==> src/rtl/mem_port_arbiter_if.sv <==
`default_nettype none
`ifndef CPU5_XLEN
`define CPU5_XLEN 32
`endif
// ============================================================================
// mem_port_arbiter_if : fetch, data and memory buses of mem_port_arbiter
// Revision 1.0
// ============================================================================
interface mem_port_arbiter_if #(
  parameter int DW = `CPU5_XLEN,
  parameter int AW = 8
);
  logic          if_req;
  logic [AW-1:0] if_addr;
  logic          if_ack;
  logic [DW-1:0] if_rdata;
  logic          d_req;
  logic          d_we;
  logic [AW-1:0] d_addr;
  logic [DW-1:0] d_wdata;
  logic          d_ack;
  logic [DW-1:0] d_rdata;
  logic          mem_we;
  logic [AW-1:0] mem_a;
  logic [DW-1:0] mem_wd;
  logic [DW-1:0] mem_rd;
  logic [1:0]    grant;

  modport slave (
    input  if_req, if_addr, d_req, d_we, d_addr, d_wdata, mem_rd,
    output if_ack, if_rdata, d_ack, d_rdata, mem_we, mem_a, mem_wd, grant
  );

  modport master (
    output if_req, if_addr, d_req, d_we, d_addr, d_wdata, mem_rd,
    input  if_ack, if_rdata, d_ack, d_rdata, mem_we, mem_a, mem_wd, grant
  );
endinterface
`default_nettype wire

==> src/rtl/mem_port_arbiter.sv <==
`default_nettype none
`ifndef CPU5_XLEN
`define CPU5_XLEN 32
`endif
// ============================================================================
// mem_port_arbiter : shares one single-ported memory between fetch and data
// Revision 1.0
// ============================================================================
module mem_port_arbiter #(
  parameter int DW         = `CPU5_XLEN,
  parameter int AW         = 8,
  parameter int LATENCY    = 1,
  parameter int STARVE_MAX = 4
) (
  input  logic              clk,
  input  logic              reset,
  mem_port_arbiter_if.slave bus
);

  typedef enum logic [1:0] {
    IDLE   = 2'd0,
    ACCESS = 2'd1,
    RESP   = 2'd2
  } state_t;

  state_t        state, state_nxt;
  logic [3:0]    cnt, cnt_nxt;
  logic [3:0]    starve_cnt, starve_nxt;
  logic          owner_d, owner_nxt;
  logic          wr, wr_nxt;
  logic [AW-1:0] addr_q, addr_nxt;
  logic [DW-1:0] wd_q, wd_nxt;
  logic [DW-1:0] rdata, rdata_nxt;
  logic          mem_we_q, mem_we_nxt;
  logic          if_ack_q, if_ack_nxt;
  logic          d_ack_q, d_ack_nxt;
  logic [1:0]    grant_q, grant_nxt;
  logic          fetch_wins;

  assign fetch_wins = bus.if_req && (!bus.d_req || starve_cnt == 4'(STARVE_MAX));

  always_ff @(posedge clk or posedge reset) begin
    if (reset) begin
      state      <= IDLE;
      cnt        <= '0;
      starve_cnt <= '0;
      owner_d    <= 1'b0;
      wr         <= 1'b0;
      addr_q     <= '0;
      wd_q       <= '0;
      rdata      <= '0;
      mem_we_q   <= 1'b0;
      if_ack_q   <= 1'b0;
      d_ack_q    <= 1'b0;
      grant_q    <= 2'b00;
    end else begin
      state      <= state_nxt;
      cnt        <= cnt_nxt;
      starve_cnt <= starve_nxt;
      owner_d    <= owner_nxt;
      wr         <= wr_nxt;
      addr_q     <= addr_nxt;
      wd_q       <= wd_nxt;
      rdata      <= rdata_nxt;
      mem_we_q   <= mem_we_nxt;
      if_ack_q   <= if_ack_nxt;
      d_ack_q    <= d_ack_nxt;
      grant_q    <= grant_nxt;
    end
  end

  // Every output is a register, so the write strobe is raised one cycle ahead
  // so that it is high exactly during the final ACCESS cycle.
  always_comb begin
    state_nxt  = state;
    cnt_nxt    = cnt;
    starve_nxt = starve_cnt;
    owner_nxt  = owner_d;
    wr_nxt     = wr;
    addr_nxt   = addr_q;
    wd_nxt     = wd_q;
    rdata_nxt  = rdata;
    mem_we_nxt = 1'b0;
    if_ack_nxt = 1'b0;
    d_ack_nxt  = 1'b0;
    grant_nxt  = 2'b00;
    case (state)
      IDLE: begin
        if (bus.if_req || bus.d_req) begin
          if (fetch_wins) begin
            owner_nxt  = 1'b0;
            wr_nxt     = 1'b0;
            addr_nxt   = bus.if_addr;
            starve_nxt = '0;
            grant_nxt  = 2'b01;
          end else begin
            owner_nxt  = 1'b1;
            wr_nxt     = bus.d_we;
            addr_nxt   = bus.d_addr;
            wd_nxt     = bus.d_wdata;
            grant_nxt  = 2'b10;
            if (bus.if_req) begin
              starve_nxt = starve_cnt + 4'd1;
            end
            mem_we_nxt = bus.d_we && (LATENCY == 1);
          end
          cnt_nxt   = 4'(LATENCY - 1);
          state_nxt = ACCESS;
        end
      end
      ACCESS: begin
        grant_nxt = grant_q;
        if (cnt == 4'd0) begin
          rdata_nxt  = bus.mem_rd;
          grant_nxt  = 2'b00;
          if_ack_nxt = !owner_d;
          d_ack_nxt  = owner_d;
          state_nxt  = RESP;
        end else begin
          cnt_nxt    = cnt - 4'd1;
          mem_we_nxt = owner_d && wr && (cnt == 4'd1);
        end
      end
      RESP: begin
        state_nxt = IDLE;
      end
      default: begin
        state_nxt = IDLE;
      end
    endcase
  end

  assign bus.if_ack   = if_ack_q;
  assign bus.d_ack    = d_ack_q;
  assign bus.if_rdata = rdata;
  assign bus.d_rdata  = rdata;
  assign bus.mem_we   = mem_we_q;
  assign bus.mem_a    = addr_q;
  assign bus.mem_wd   = wd_q;
  assign bus.grant    = grant_q;

endmodule
`default_nettype wire

==> src/flat_wrapper.sv <==
// flat-port wrapper written by rule: the top's interface ports become plain ports
module mem_port_arbiter_flat 
#(
  parameter int DW         = `CPU5_XLEN,
  parameter int AW         = 8,
  parameter int LATENCY    = 1,
  parameter int STARVE_MAX = 4
)
  (clk, reset, bus_if_req, bus_if_addr, bus_d_req, bus_d_we, bus_d_addr, bus_d_wdata, bus_mem_rd, bus_if_ack, bus_if_rdata, bus_d_ack, bus_d_rdata, bus_mem_we, bus_mem_a, bus_mem_wd, bus_grant);
  mem_port_arbiter_if #(.DW(DW), .AW(AW)) bus_i ();
  input  logic clk;
  input  logic reset;
  input wire logic [$bits(bus_i.if_req)-1:0] bus_if_req;
  input wire logic [$bits(bus_i.if_addr)-1:0] bus_if_addr;
  input wire logic [$bits(bus_i.d_req)-1:0] bus_d_req;
  input wire logic [$bits(bus_i.d_we)-1:0] bus_d_we;
  input wire logic [$bits(bus_i.d_addr)-1:0] bus_d_addr;
  input wire logic [$bits(bus_i.d_wdata)-1:0] bus_d_wdata;
  input wire logic [$bits(bus_i.mem_rd)-1:0] bus_mem_rd;
  output wire logic [$bits(bus_i.if_ack)-1:0] bus_if_ack;
  output wire logic [$bits(bus_i.if_rdata)-1:0] bus_if_rdata;
  output wire logic [$bits(bus_i.d_ack)-1:0] bus_d_ack;
  output wire logic [$bits(bus_i.d_rdata)-1:0] bus_d_rdata;
  output wire logic [$bits(bus_i.mem_we)-1:0] bus_mem_we;
  output wire logic [$bits(bus_i.mem_a)-1:0] bus_mem_a;
  output wire logic [$bits(bus_i.mem_wd)-1:0] bus_mem_wd;
  output wire logic [$bits(bus_i.grant)-1:0] bus_grant;
  assign bus_i.if_req = bus_if_req;
  assign bus_i.if_addr = bus_if_addr;
  assign bus_i.d_req = bus_d_req;
  assign bus_i.d_we = bus_d_we;
  assign bus_i.d_addr = bus_d_addr;
  assign bus_i.d_wdata = bus_d_wdata;
  assign bus_i.mem_rd = bus_mem_rd;
  assign bus_if_ack = bus_i.if_ack;
  assign bus_if_rdata = bus_i.if_rdata;
  assign bus_d_ack = bus_i.d_ack;
  assign bus_d_rdata = bus_i.d_rdata;
  assign bus_mem_we = bus_i.mem_we;
  assign bus_mem_a = bus_i.mem_a;
  assign bus_mem_wd = bus_i.mem_wd;
  assign bus_grant = bus_i.grant;
  mem_port_arbiter #(.DW(DW), .AW(AW), .LATENCY(LATENCY), .STARVE_MAX(STARVE_MAX)) u_core (.clk(clk), .reset(reset), .bus(bus_i));
endmodule
==> config.mk <==
export PLATFORM = sky130hd
export DESIGN_NAME = mem_port_arbiter_flat
export DESIGN_NICKNAME = d
export VERILOG_FILES = /design/src/rtl/mem_port_arbiter_if.sv /design/src/rtl/mem_port_arbiter.sv /design/src/flat_wrapper.sv
export SDC_FILE = /design/constraint.sdc
export NUM_CORES = 1
export LEC_CHECK = 0
export BUFFER_PORTS_ARGS = -buffer_cell sky130_fd_sc_hd__buf_2
export CORE_MARGIN = 4
export CORE_UTILIZATION = 50
export CTS_BUF_LIST = sky130_fd_sc_hd__clkbuf_16
export CTS_CLUSTER_DIAMETER = 50
export DETAILED_ROUTE_END_ITERATION = 10
export MAX_ROUTING_LAYER = met4
export PLACE_DENSITY = 0.89
export SKIP_LAST_GASP = 1
export SYNTH_ARGS = -nofsm -noshare
export SYNTH_HDL_FRONTEND = slang
export SYNTH_SLANG_ARGS = --single-unit
==> constraint.sdc <==
create_clock -name clk -period 6 [get_ports clk]
set_input_delay 0.3 -clock clk [delete_from_list [all_inputs] [get_ports clk]]
set_output_delay 0.3 -clock clk [all_outputs]
set_load 0.05 [all_outputs]
==> results of run 1 <==
## worst max-delay path, stage by stage (launching register included)
cell	delay (ns)
dfrtp_1	0.43
nor2_2	0.69
nand3_2	0.83
mux2_2	0.54
## path summary, 6_finish.rpt
path	start	end	slack (ns)	cells after the start
max	u_core.state[1]	u_core.bus.mem_wd[18]	3.38	3
min	bus_mem_rd[27]	u_core.bus.d_rdata[27]	0.20	2
max reg2reg	u_core.state[1]	u_core.bus.mem_wd[18]	3.38	3
min reg2reg	u_core.owner_d	u_core.bus.if_ack	0.50	1
max in group asynchronous	reset	u_core.bus.d_rdata[14]	5.00	3
min in group asynchronous	reset	u_core.bus.mem_wd[9]	0.33	3
## through the flow
step / setup slack (ns) / hold WS (ns) / util, %
4_1_cts: 3.39 / 0.191 / 65.3
3_3_place_gp: 3.49 / 0.463 / 61.5
2_1_floorplan: 3.39 / 0.432 / -
3_5_place_dp: 3.43 / 0.489 / 61.5
5_1_grt: 3.16 / 0.189 / 65.4
6_report: 3.38 / 0.202 / 65.4
## final cells by class
| cell class | count | area, sq um | share of cell area [%] |
|---|---|---|---|
| tap | 102 | 128 | 2.51 |
| clock inverter | 7 | 68.8 | 1.36 |
| sequential | 89 | 2230 | 43.9 |
| multi-input combinational | 140 | 1380 | 27.2 |
| clock buffer | 9 | 225 | 4.44 |
| inverter | 18 | 68.8 | 1.36 |
| timing repair buffer | 195 | 978 | 19.3 |
## synth_stat cells (4+ instances only)
master / n
buf_2: 5
buf_4: 32
buf_6: 6
dfrtp_1: 89
ha_1: 4
inv_1: 18
mux2_2: 38
mux2_4: 28
nand2_1: 5
nand3_1: 13
nand4_1: 9
o21ai_0: 5
o221ai_1: 8
## layer usage
layer	track usage (%)	vias up
li1	-	1312
met1	22.4	1389
met2	34.2	146
met3	5.17	13
met4	6.39	0
met5	-	-
## logic make-up after synthesis
family                     Yosys count  synth area share [%]
and+or+nand+nor                     47                  7.48
AOI/OAI and AO/OA                   22                  4.27
muxes                               67                  21.4
adders and majority gates            4                  1.25
buffers and inverters               63                  10.2
DFF                                 89                  55.5
## sequential cells by signal, summed over array words and instances, names as in the netlist
register / count
u_core.bus.d_rdata: 32
u_core.bus.mem_wd: 32
u_core.bus.mem_a: 8
u_core.cnt: 4
u_core.starve_cnt: 4
u_core.bus.grant: 2
u_core.state: 2
u_core.bus.d_ack: 1
u_core.bus.if_ack: 1
u_core.bus.mem_we: 1
u_core.owner_d: 1
u_core.wr: 1
==> results by group, run 1 <==
Run status
  – Outcome: complete, no violations

Synth
  – Synth cell types: 40
  – Yosys top cell by area: dfrtp_1
  – Post-Syn Instances: 292
  – Sequential fraction of the synthesis area: 55.5%
  – Post-synth top area share: 55.5%
  – Synth Cell Area: 4020 sq um
  – Synthesized area per cell: 13.8 sq um
  – Yosys reg bits: 89
  – Ys async rst share: 100%
  – Yosys warning total: 0
  – Post-synth EDFFs: 0
  – Post-Syn Nets: 381
  – Ys flop type: dfrtp_1
  – Top cells by area, synth: dfrtp_1, mux2_2, mux2_4

Cells and area
  – Commonest non-fill, non-tap cells in the layout: buf_2, dfrtp_1, mux2_2, mux2_4, inv_1
  – Nets: 542
  – Diodes inserted: 0
  – Filler Cell Count: 597
  – Share of cells above drive strength 1: 62.4%
  – Synth-to-Final Area Change: 26.4%
  – Final cell count without fillers: 560
  – Most common cell after layout, fill and taps aside: buf_2
  – Cell area after layout: 5080 sq um

Clock tree
  – CTS tree: yes
  – H-tree levels: 3
  – Root buf cell: clkbuf_16
  – Clk buf depth: 2
  – Cts hold-fix bufs: 0
  – Sink Count: 89
  – CTS buffer count: 9
  – Post-CTS Setup Repair Bufs: 0
  – Clock latency on the worst-skew pair: 0.32 ns
  – Post-cts sizing count: 0
  – Clk slew on worst S/H paths: 0.07 ns

Global route
  – First-pass GRT wire length: 15.0 mm
  – Vias in the first global route: 3,054
  – Largest net degree at the start of global routing: 90
  – GRT overflow: 0
  – Initial antenna violation count: 0
  – Total Routing Usage GR: 19.8%

Timing
  – Slew @ Worst Pin: 1.07 ns
  – FMAX: 381 MHz
  – RSZ-0062 raised after global routing: false
  – Final setup vio count: 0
  – Final Critical Period: 2.62 ns
  – Final period util: 43.7%
  – Slew headroom: 28.3%
  – Total negative slack: 0 ns
  – Setup Skew: 0.0102 ns
  – Final hold violations: 0
  – Final Max Tran Viols: 0

Detailed routing
  – Max layer used: met4
  – Met3 Routed Length: 693 microns
  – DRT antenna net count: 0
  – Drt first pass iters: 4
  – DR vias: 2,860
  – Avg WL per Cell: 16.1 microns
  – Vias per inst: 5.11
  – 1st-iter DRT viols: 63
  – M1 WL: 3.50 mm
  – Met2 wire length: 4.72 mm
  – DRC Markers: 0
  – Final WL: 9.03 mm

Worst setup path
  – Worst endpoint required time: 6.20 ns
  – Crit Path Category: register to register
  – Worst Setup End Kind: register
  – CP Max Fanout: 33
  – Startpoint types: register
  – Worst Path Arrival: 2.83 ns

Floorplan
  – Die width: 97.6 microns
  – Number of I/O pins: 194
  – Chip height: 97.6 microns
  – Core area: 7770 sq um
  – Initial core utilization: 51.7%
  – Full die area: 9530 sq um
  – Row Count: 32

Job
  – MaxCap Viol Count: 0

Worst hold path
  – Worst hold-check path type: input port to register

Place
  – PortBufs: 193
  – Placed instance count: 543
  – Area post-placement: 4780 sq um
  – Dpl hpwl: 6.79 mm
  – Placer Congestion: 0.792
Power of run 1 is not shown: default switching activity piles up to over one toggle a cycle in this logic, so the estimate is an artifact.
==> inputs of run 2 (changes only) <==
--- a/config.mk
+++ b/config.mk
@@ -7,12 +7,12 @@
 export LEC_CHECK = 0
 export BUFFER_PORTS_ARGS = -buffer_cell sky130_fd_sc_hd__buf_2
 export CORE_MARGIN = 4
-export CORE_UTILIZATION = 50
+export CORE_UTILIZATION = 46
 export CTS_BUF_LIST = sky130_fd_sc_hd__clkbuf_16
 export CTS_CLUSTER_DIAMETER = 50
 export DETAILED_ROUTE_END_ITERATION = 10
 export MAX_ROUTING_LAYER = met4
-export PLACE_DENSITY = 0.89
+export PLACE_DENSITY = 0.83
 export SKIP_LAST_GASP = 1
 export SYNTH_ARGS = -nofsm -noshare
 export SYNTH_HDL_FRONTEND = slang
==> constraint.sdc (replaced) <==
create_clock -name clk -period 2.6 [get_ports clk]
set_input_delay 0.13 -clock clk [delete_from_list [all_inputs] [get_ports clk]]
set_output_delay 0.13 -clock clk [all_outputs]
set_load 0.05 [all_outputs]
==> results by group, run 2 (synthesis gave the netlist of run 1 again) <==
Run status
  – Outcome: complete, no violations

Timing
  – Final Critical Period: 2.24 ns
  – Final hold violations: 0
  – RSZ-0062 raised after global routing: false
  – Total negative slack: 0 ns
  – FMAX: 446 MHz
  – Slew @ Worst Pin: 0.801 ns
  – Final worst setup slack: 0.358 ns
  – Setup Skew: 0.00779 ns
  – Final period util: 86.2%
  – Final setup vio count: 0
  – Slew headroom: 46.5%
  – Final Max Tran Viols: 0

Detailed routing
  – Final WL: 8.92 mm
  – DRT antenna net count: 0
  – 1st-iter DRT viols: 93
  – Avg WL per Cell: 15.8 microns
  – Drt first pass iters: 4
  – DR vias: 2,867
  – Vias per inst: 5.07
  – DRC Markers: 0

Clock tree
  – Clk buf depth: 2
  – Post-CTS Setup Repair Bufs: 0
  – Root buf cell: clkbuf_16
  – Clock latency on the worst-skew pair: 0.33 ns
  – Clk slew on worst S/H paths: 0.07 ns
  – CTS buffer count: 9
  – H-tree levels: 3
  – CTS tree: yes
  – Sink Count: 89

Worst setup path
  – Startpoint types: register
  – Worst setup path startpoint: u_core.starve_cnt[0]
  – Crit path cell chain: inv_1 -> ha_1 -> nand4b_2 -> nand3_2 -> mux2_2
  – Worst path bufs/invs: 1
  – Worst Setup End Kind: register
  – Slowest-stage cell, CP: nand3_2
  – CP max stage delay: 0.66 ns
  – Reg-to-Reg Start: u_core.starve_cnt[0]
  – Reg2reg setup slack: 0.36 ns
  – CP Max Fanout: 33
  – Worst endpoint required time: 2.80 ns
  – Top delay family on crit path: simple AND/OR/NAND/NOR gates
  – Crit Path Category: register to register
  – Worst Path Arrival: 2.44 ns

Floorplan
  – Row Count: 33
  – Chip height: 101 microns
  – Core area: 8340 sq um
  – Full die area: 10,300 sq um
  – Die width: 101 microns
  – Initial core utilization: 48.2%
  – Number of I/O pins: 194

Global route
  – GRT overflow: 0
  – First-pass GRT wire length: 14.1 mm
  – Total Routing Usage GR: 17.9%
  – Initial antenna violation count: 0
  – Largest net degree at the start of global routing: 48
  – Met1 Use GR: 20.7%
  – Vias in the first global route: 2,948
  – GRT busiest layer: met2
  – M3 GR Usage: 4.13%
  – Met2 GRT Util: 31.2%

Cells and area
  – Filler Cell Count: 690
  – Commonest non-fill, non-tap cells in the layout: buf_2, dfrtp_1, mux2_2, mux2_4, inv_1
  – Most common cell after layout, fill and taps aside: buf_2
  – Share of cells above drive strength 1: 62.7%
  – Diodes inserted: 0
  – Nets: 545
  – Synth-to-Final Area Change: 27.7%

Place
  – PortBufs: 193
  – Pre-CTS setup slack: 0.344 ns
  – Dpl hpwl: 6.81 mm
  – Placer Congestion: 0.779

Job
  – MaxCap Viol Count: 0

Worst hold path
  – Hold Startpoint: bus_d_wdata[18]
  – Worst hold-check path type: input port to register
run 2: area by class of cell:
cell class	instances	area, sq um	area share (%)
flip-flops and latches	89	2230	43.4
repair buffers	198	1020	19.9
clock inverters	7	76.3	1.49
inverters	18	68.8	1.34
clock buffers	9	225	4.39
well taps	105	131	2.56
multi-input cells	140	1380	26.9
run 2: final timing paths:
| path | end | depth (start not counted) |
|---|---|---|
| max | u_core.bus.mem_wd[11] | 5 |
| min | u_core.bus.mem_wd[18] | 2 |
| max reg2reg | u_core.bus.mem_wd[11] | 5 |
| min reg2reg | u_core.bus.if_ack | 1 |
| max in group asynchronous | u_core.starve_cnt[1] | 4 |
| min in group asynchronous | u_core.bus.d_rdata[8] | 3 |
run 2: metrics by stage:
step           util [%]  hold slack, ns  instances  area (sq um)
3_3_place_gp       57.8           0.281        549          4820
5_1_grt            61.5          0.0143        566          5130
2_1_floorplan         -           0.279        292          4020
3_5_place_dp       57.8           0.285        549          4820
6_report           61.5          0.0282        566          5130
4_1_cts            61.5          0.0199        566          5130
run 2: repair_timing:
action | in CTS | in global routing
hold endpoints to repair | 42 | 0
endpoints found under the setup margin | 0 | 0
gates resized for setup | 0 | 0
hold buffers | 1 | 0
run 2: worst register-to-register path, stage by stage (launching register included):
cell,delay [ns]
dfrtp_1,0.38
inv_1,0.07
ha_1,0.22
nand4b_2,0.22
nand3_2,0.66
mux2_2,0.56
run 2: routing by layer:
layer	vias up	routed length, microns	part of all wire (%)
met4	0	82	0.92
li1	1330	-	-
met2	125	4790	54
met5	-	0	0
met1	1402	3280	37
met3	10	757	8.5
Power of run 2 is left out for the same reason.
==> inputs of run 3 (changes only) <==
--- a/config.mk
+++ b/config.mk
@@ -10,8 +10,9 @@
 export CORE_UTILIZATION = 46
 export CTS_BUF_LIST = sky130_fd_sc_hd__clkbuf_16
 export CTS_CLUSTER_DIAMETER = 50
+export CTS_CLUSTER_SIZE = 14
 export DETAILED_ROUTE_END_ITERATION = 10
-export MAX_ROUTING_LAYER = met4
+export GPL_TIMING_DRIVEN = 0
 export PLACE_DENSITY = 0.83
 export SKIP_LAST_GASP = 1
 export SYNTH_ARGS = -nofsm -noshare
==> results by group, run 3 (synthesis gave the netlist of run 1 again) <==
Place
  – Area post-placement: 5140 sq um
  – Placed instance count: 591
  – Placer Congestion: 0.759
  – Dpl hpwl: 7.22 mm
  – PortBufs: 193

Detailed routing
  – Avg WL per Cell: 15.4 microns
  – DRC Markers: 0
  – Final WL: 9.38 mm
  – DRT antenna net count: 0
  – 1st-iter DRT viols: 44
  – DR vias: 3,021
  – Drt first pass iters: 4
  – Vias per inst: 4.97

Timing
  – Setup Skew: 0.00709 ns
  – Final setup vio count: 0
  – Final hold violations: 0
  – FMAX: 527 MHz
  – Final Critical Period: 1.90 ns
  – Final Max Tran Viols: 0
  – Slew headroom: 70.2%
  – RSZ-0062 raised after global routing: false
  – Slew @ Worst Pin: 0.447 ns
  – Final period util: 73.0%

Clock tree
  – Sink Count: 89
  – H-tree levels: 3
  – CTS tree: yes
  – Clock latency on the worst-skew pair: 0.33 ns
  – Post-cts sizing count: 0
  – Post-CTS Setup Repair Bufs: 0
  – Clk buf depth: 2
  – Root buf cell: clkbuf_16
  – Clk slew on worst S/H paths: 0.07 ns
  – CTS buffer count: 9

Cells and area
  – Final cell count without fillers: 608
  – Nets: 587
  – Share of cells above drive strength 1: 65.2%
  – Cell area after layout: 5430 sq um
  – Diodes inserted: 0
  – Commonest non-fill, non-tap cells in the layout: buf_2, dfrtp_1, mux2_2, buf_4, mux2_4
  – Most common cell after layout, fill and taps aside: buf_2
  – Final Core Density: 65.1%
  – Synth-to-Final Area Change: 35.1%

Global route
  – Met2 GRT Util: 32.1%
  – Vias in the first global route: 3,036
  – Total Routing Usage GR: 18.1%
  – GRT overflow: 0
  – GRT busiest layer: met2
  – M3 GR Usage: 5.58%
  – First-pass GRT wire length: 14.7 mm
  – Initial antenna violation count: 0
  – Largest net degree at the start of global routing: 61
  – Met1 Use GR: 21.1%

Worst setup path
  – CP Max Fanout: 10
  – Reg-to-Reg Start: u_core.starve_cnt[0]
  – Startpoint types: register
  – Worst endpoint required time: 2.81 ns
  – R2R Path End: u_core.bus.mem_wd[14]
  – Top delay family on crit path: simple AND/OR/NAND/NOR gates
  – Worst-case reg-to-reg path depth: 6
  – CP max stage delay: 0.40 ns
  – Reg2reg setup slack: 0.70 ns
  – Worst Setup End Kind: register
  – Worst path bufs/invs: 2
  – Slowest-stage cell, CP: dfrtp_1
  – Crit path cell chain: inv_1 -> ha_1 -> nand4b_2 -> nand3_2 -> buf_6 -> mux2_2
  – Worst Setup EP: u_core.bus.mem_wd[14]
  – Worst Path Arrival: 2.10 ns
  – Worst setup path startpoint: u_core.starve_cnt[0]
  – Crit Path Category: register to register
  – Levels on crit path: 6

Floorplan
  – Initial core utilization: 48.2%
  – Full die area: 10,300 sq um
  – Core area: 8340 sq um
  – Row Count: 33
  – Number of I/O pins: 194
  – Die width: 101 microns
  – Chip height: 101 microns

Job
  – MaxCap Viol Count: 0

Worst hold path
  – Worst hold stages: 2
  – Worst hold-check path type: input port to register

Run status
  – Outcome: complete, no violations
[run 3: worst min-delay path by stage]
| stage | startpoint | end |
|---|---|---|
| 3_3_place_gp | bus_d_wdata[6] | u_core.bus.mem_wd[6] |
| 6_report | bus_d_wdata[30] | u_core.bus.mem_wd[30] |
| 4_1_cts | bus_d_wdata[30] | u_core.bus.mem_wd[30] |
| 5_1_grt | bus_d_wdata[16] | u_core.bus.mem_wd[16] |
| 3_5_place_dp | reset | u_core.bus.mem_wd[16] |
| 2_1_floorplan | bus_mem_rd[0] | u_core.bus.d_rdata[0] |
[run 3: worst reg2reg max path: stages (launching register included)]
cell	delay (ns)
dfrtp_1	0.40
inv_1	0.10
ha_1	0.18
nand4b_2	0.28
nand3_2	0.29
buf_6	0.18
mux2_2	0.35
[run 3: repair_timing]
item,in CTS,in global routing
setup endpoints to repair,0,0
hold endpoints to repair,29,0
hold buffers,1,0
[run 3: metrics by stage]
stage	hold WS, ns	setup TNS, ns	setup WS (ns)
after global routing	0.0184	0	0.592
after detailed placement	0.152	0	0.717
after global placement	0.361	-69.44	-0.784
after CTS	0.0215	0	0.700
after floorplan	0.279	0	0.163
final	0.0304	0	0.702
[run 3: layer usage]
layer / vias to the layer above / share of wire (%) / wire length [microns]
met5: - / 0 / 0
met4: 0 / 0.94 / 88
met3: 9 / 8.6 / 808
met2: 117 / 53 / 4930
met1: 1485 / 38 / 3550
li1: 1410 / - / -
[run 3: cell type report]
type	count	area (sq um)
Fill cell	647	2910
Sequential cell	89	2230
Multi-Input combinational cell	140	1380
Timing Repair Buffer	195	1000
Buffer	45	340
Clock buffer	9	225
Tap cell	105	131
Inverter	18	70.1
Clock inverter	7	47.5
Power of run 3 is left out for the same reason.
